$ cat src/rtl/ila_readout.sv
// ila_readout: dumps an ILA sample buffer word-by-word onto a valid/ready stream.
// Define ILA_READOUT_HEADER_EN to prefix the dump with a sample-count header word.
module ila_readout #(
  parameter int DATA_W   = 32,
  parameter int BUFFER_W = 8,
  parameter int SIGNAL_W = 64,
  localparam int N       = (SIGNAL_W + DATA_W - 1) / DATA_W,
  localparam int SEL_W   = (N > 1) ? $clog2(N) : 1
) (
  input  logic                clk,
  input  logic                rst,
  input  logic                rst_soft,
  input  logic                start,
  input  logic [BUFFER_W-1:0] samples,
  output logic [BUFFER_W-1:0] index,
  output logic [SEL_W-1:0]    value_select,
  input  logic [DATA_W-1:0]   value,
  output logic                m_valid,
  input  logic                m_ready,
  output logic [DATA_W-1:0]   m_data,
  output logic                m_last,
  output logic                busy,
  output logic                done
);
  typedef enum logic [2:0] {IDLE, HEADER, FETCH, SEND, DONE} state_t;
  state_t state_q, state_d;
  logic [BUFFER_W-1:0] cnt_q, cnt_d, index_q, index_d;
  logic [SEL_W-1:0] sel_q, sel_d;
  logic [DATA_W-1:0] data_q, data_d;
  logic valid_q, valid_d, last_q, last_d;
  logic sel_last;
  assign sel_last = sel_q == SEL_W'(N - 1);
  always_comb begin
    state_d = state_q;
    cnt_d   = cnt_q;
    index_d = index_q;
    sel_d   = sel_q;
    data_d  = data_q;
    valid_d = valid_q;
    last_d  = last_q;
    if (rst_soft) begin
      state_d = IDLE;
      cnt_d   = '0;
      index_d = '0;
      sel_d   = '0;
      data_d  = '0;
      valid_d = 1'b0;
      last_d  = 1'b0;
    end else begin
      case (state_q)
        IDLE: if (start) begin
          cnt_d   = samples;
          index_d = '0;
          sel_d   = '0;
`ifdef ILA_READOUT_HEADER_EN
          state_d = HEADER;
          data_d  = DATA_W'(samples);
          valid_d = 1'b1;
          last_d  = samples == '0;
`else
          state_d = (samples == '0) ? DONE : FETCH;
`endif
        end
        HEADER: if (m_ready) begin
          valid_d = 1'b0;
          last_d  = 1'b0;
          state_d = (cnt_q == '0) ? DONE : FETCH;
        end
        // index/value_select were presented this cycle, so value is valid now
        FETCH: begin
          data_d  = value;
          valid_d = 1'b1;
          last_d  = (index_q == cnt_q - BUFFER_W'(1)) && sel_last;
          state_d = SEND;
        end
        SEND: if (m_ready) begin
          valid_d = 1'b0;
          last_d  = 1'b0;
          sel_d   = sel_last ? '0 : sel_q + SEL_W'(1);
          index_d = sel_last ? index_q + BUFFER_W'(1) : index_q;
          state_d = last_q ? DONE : FETCH;
        end
        DONE: state_d = IDLE;
        default: state_d = IDLE;
      endcase
    end
  end
  always_ff @(posedge clk or negedge rst) begin
    if (!rst) begin
      state_q <= IDLE;
      cnt_q   <= '0;
      index_q <= '0;
      sel_q   <= '0;
      data_q  <= '0;
      valid_q <= 1'b0;
      last_q  <= 1'b0;
    end else begin
      state_q <= state_d;
      cnt_q   <= cnt_d;
      index_q <= index_d;
      sel_q   <= sel_d;
      data_q  <= data_d;
      valid_q <= valid_d;
      last_q  <= last_d;
    end
  end
  assign index        = index_q;
  assign value_select = sel_q;
  assign m_valid      = valid_q;
  assign m_data       = data_q;
  assign m_last       = last_q;
  assign busy         = state_q != IDLE;
  assign done         = state_q == DONE;
endmodule

$ cat config.mk
export PLATFORM = sky130hd
export DESIGN_NAME = ila_readout
export DESIGN_NICKNAME = d
export VERILOG_FILES = /design/src/rtl/ila_readout.sv
export SDC_FILE = /design/constraint.sdc
export NUM_CORES = 1
export LEC_CHECK = 0
export ABC_AREA = 1
export CAP_MARGIN = 10
export CORE_MARGIN = 5
export CORE_UTILIZATION = 46
export DETAILED_ROUTE_END_ITERATION = 6
export PLACE_DENSITY_LB_ADDON = 0.3
export SLEW_MARGIN = 10
export SYNTH_ARGS = -nofsm -noshare
export SYNTH_HDL_FRONTEND = slang
export SYNTH_SLANG_ARGS = --single-unit
$ cat constraint.sdc
create_clock -name clk -period 1.9 [get_ports clk]
set_input_delay 0.19 -clock clk [delete_from_list [all_inputs] [get_ports clk]]
set_output_delay 0.19 -clock clk [all_outputs]
set_load 0.005 [all_outputs]
==> results.md <==
- Fill cells: 523
- Post-CTS Resized: 0
- DR iter-0 viols: 105
- CP Capture Type: output pin
- R2R setup slack: 0.28 ns
- Post-CTS Setup Bufs: 0
- Number of rows in the core area: 28
- Reg-to-Reg End: index[0]
- Cells after DPL: 533
- CTS Root Cell: clkbuf_8
- Post-synth net total: 422
- Wire length per cell: 13.4 um
- IO Port Bufs: 89
- FF/Latch Area: 0.00135 mm^2
- Ant. Diodes: 0
- Worst path arrival time: 1.56 ns
- I/O pins: 90
- Antenna violations before repair: 0
- FF+latch count, synth: 54
- Die W: 87.6 um
- Detail Placement HPWL: 5430 um
- Final Max Tran Viols: 0
- Via Count: 2748
- Max FO, Critical Path: 6
- CTS clk-pin slew, worst paths: 0.10 ns
- Number of setup violations in the final report: 0
- FF-to-FF path depth: 9
- CTS tree: yes
- Nets@finish: 513
- CP Capture Point: done
- GRT Util Overall: 19.7%
- Commonest non-fill, non-tap cell in the layout: nand2_1
- Critical path launch point type: flop
- RR Startpoint: state_q[1]
- Setup crit start: state_q[1]
- TNS Setup: 0 ns
- Power Density: 1050 mW/mm^2
- Iteration count of the initial detailed-routing pass: 4
- Peak Freq: 0.571 GHz
- Synth warn: 0
- DR vias/cell: 5.07
- Initial Utilization: 47.1%
- Post-synthesis cell count: 375
- Sequential area share after synthesis: 48.8%
- WP data required: 1.71 ns
- Area growth syn-to-layout: 39.2%
- CP Class: reg2out
- Final WL: 7250 um
- Final ANT Viol Nets: 0
- DRC Markers: 0
- Die Y: 87.6 um
- CTS Buf Count: 5
- Post-Route Skew: 0.00567 ns
- Routability Congestion: 0.876
- Grt ovf: 0
- H-tree levels: 2
- Most frequent cells in the layout: nand2_1, clkdlybuf4s50_1, dfrtp_1, nand3_1, nor2_1
- Die area: 0.00767 mm^2
- Hold Path Class: in2reg
- Worst VDD drop: 0.756 mV
- Clock Path Buffers: 2
- Worst Tran Pin Value: 0.578 ns
- Core Area: 0.00589 mm^2
- Synthesized area per cell: 7.39 um^2
- First-pass GRT wire length: 12200 um
- Status: complete, no violations
- Clk Latency, worst-skew pair: 0.30 ns
- Synth unique cells: 24
- Max_cap viols: 0
- Final hold violations: 0
- Slew margin rel.: 61.5%
- Total power: 4.06 mW
- Static Leak: 1.97 nW
- Largest net degree at the start of global routing: 34
- Post-Syn Area: 0.00277 mm^2
- Share of cells above drive strength 1: 6.64%
- Unrepaired setup endpoints after global routing: false
- Fin cells: 542
- Vias in the first global route: 2759
- Clock period minus worst slack: 1.75 ns
- Footprint of the multi-input gates: 0.00125 mm^2
- Sink Count: 54
- Period utilization: 92.1%
how the worst min path moves through the flow:
| stage | cells past startpoint | endpoint | start |
|---|---|---|---|
| after global placement | 1 | cnt_q[6] | rst |
| after floorplan | 0 | cnt_q[0] | rst |
| after CTS | 3 | m_data[25] | value[25] |
| final | 3 | m_data[25] | value[25] |
| after global routing | 3 | m_data[7] | value[7] |
| after detailed placement | 1 | cnt_q[6] | rst |
cell usage after synthesis:
| library cell | instances | area (um^2) |
|---|---|---|
| a21oi_1 | 1 | 5.00 |
| a22oi_1 | 1 | 7.51 |
| buf_1 | 5 | 18.8 |
| buf_2 | 5 | 25.0 |
| buf_6 | 1 | 11.3 |
| clkbuf_1 | 3 | 11.3 |
| dfrtp_1 | 54 | 1350 |
| ha_1 | 2 | 25.0 |
| inv_1 | 22 | 82.6 |
| inv_2 | 5 | 18.8 |
| nand2_1 | 156 | 586 |
| nand2_2 | 3 | 18.8 |
| nand3_1 | 52 | 260 |
| nand3_2 | 2 | 20.0 |
| nand3b_1 | 1 | 7.51 |
| nand4_1 | 10 | 62.6 |
| nor2_1 | 29 | 109 |
| nor2_2 | 4 | 25.0 |
| nor2_4 | 1 | 11.3 |
| nor3_1 | 3 | 15.0 |
| nor3b_1 | 2 | 15.0 |
| o21ai_0 | 4 | 20.0 |
| o21ai_1 | 4 | 20.0 |
| xor2_1 | 5 | 43.8 |
registers in the layout (all words and copies together), names as in the netlist:
register and cells:
m_data 32, cnt_q 8, index 8, state_q 3, m_last 1, m_valid 1, value_select 1
repair_timing:
| action | in CTS | in global routing |
|---|---|---|
| endpoints found under the hold margin | 23 | 0 |
| hold buffers | 1 | 0 |
| endpoints found under the setup margin | 0 | 0 |
cell type report:
type	count	area share [%]
Sequential cell	54	35.0
Multi-Input combinational cell	280	32.4
Timing Repair Buffer	98	25.1
Inverter	27	2.63
Tap cell	75	2.43
Clock buffer	6	1.88
Clock inverter	2	0.454
cells by family after synthesis:
| logic type | count (synthesis) | share of synthesized area [%] |
|---|---|---|
| simple gates | 263 | 40.8 |
| flops | 54 | 48.8 |
| buf+inv | 41 | 6.05 |
| compound gates | 10 | 1.90 |
| xor+xnor | 5 | 1.58 |
| fa+ha+maj | 2 | 0.903 |
stage by stage:
step / util [%] / area (um^2) / setup slack, ns / hold slack [ns]
global route: 65.5 / 3860 / 0.0577 / 0.395
CTS: 65.5 / 3860 / 0.135 / 0.406
floorplan: - / 2770 / 0.578 / -0.106
global placement: 63.8 / 3760 / 0.296 / 0.212
finish: 65.5 / 3860 / 0.149 / 0.410
detailed placement: 63.8 / 3760 / 0.228 / 0.223
routing by layer:
layer,vias to the layer above,global-route usage [%],part of all wire (%)
li1,1371,-,-
met1,1299,24.8,42
met5,-,0,0
met4,0,4.46,0.74
met3,4,5.17,6.3
met2,74,34.0,51
critical path, stage by stage, from the launching register on:
cell and delay (ns):
dfrtp_1 0.46, nor3_1 0.24, clkdlybuf4s50_1 0.56
power breakdown:
part | total (mW) | internal (mW) | switching, mW
combinational | 1.81 | 0.813 | 0.999
sequential | 1.61 | 1.40 | 0.208
clock | 0.643 | 0.268 | 0.375
(Power assumes the default switching activity.)
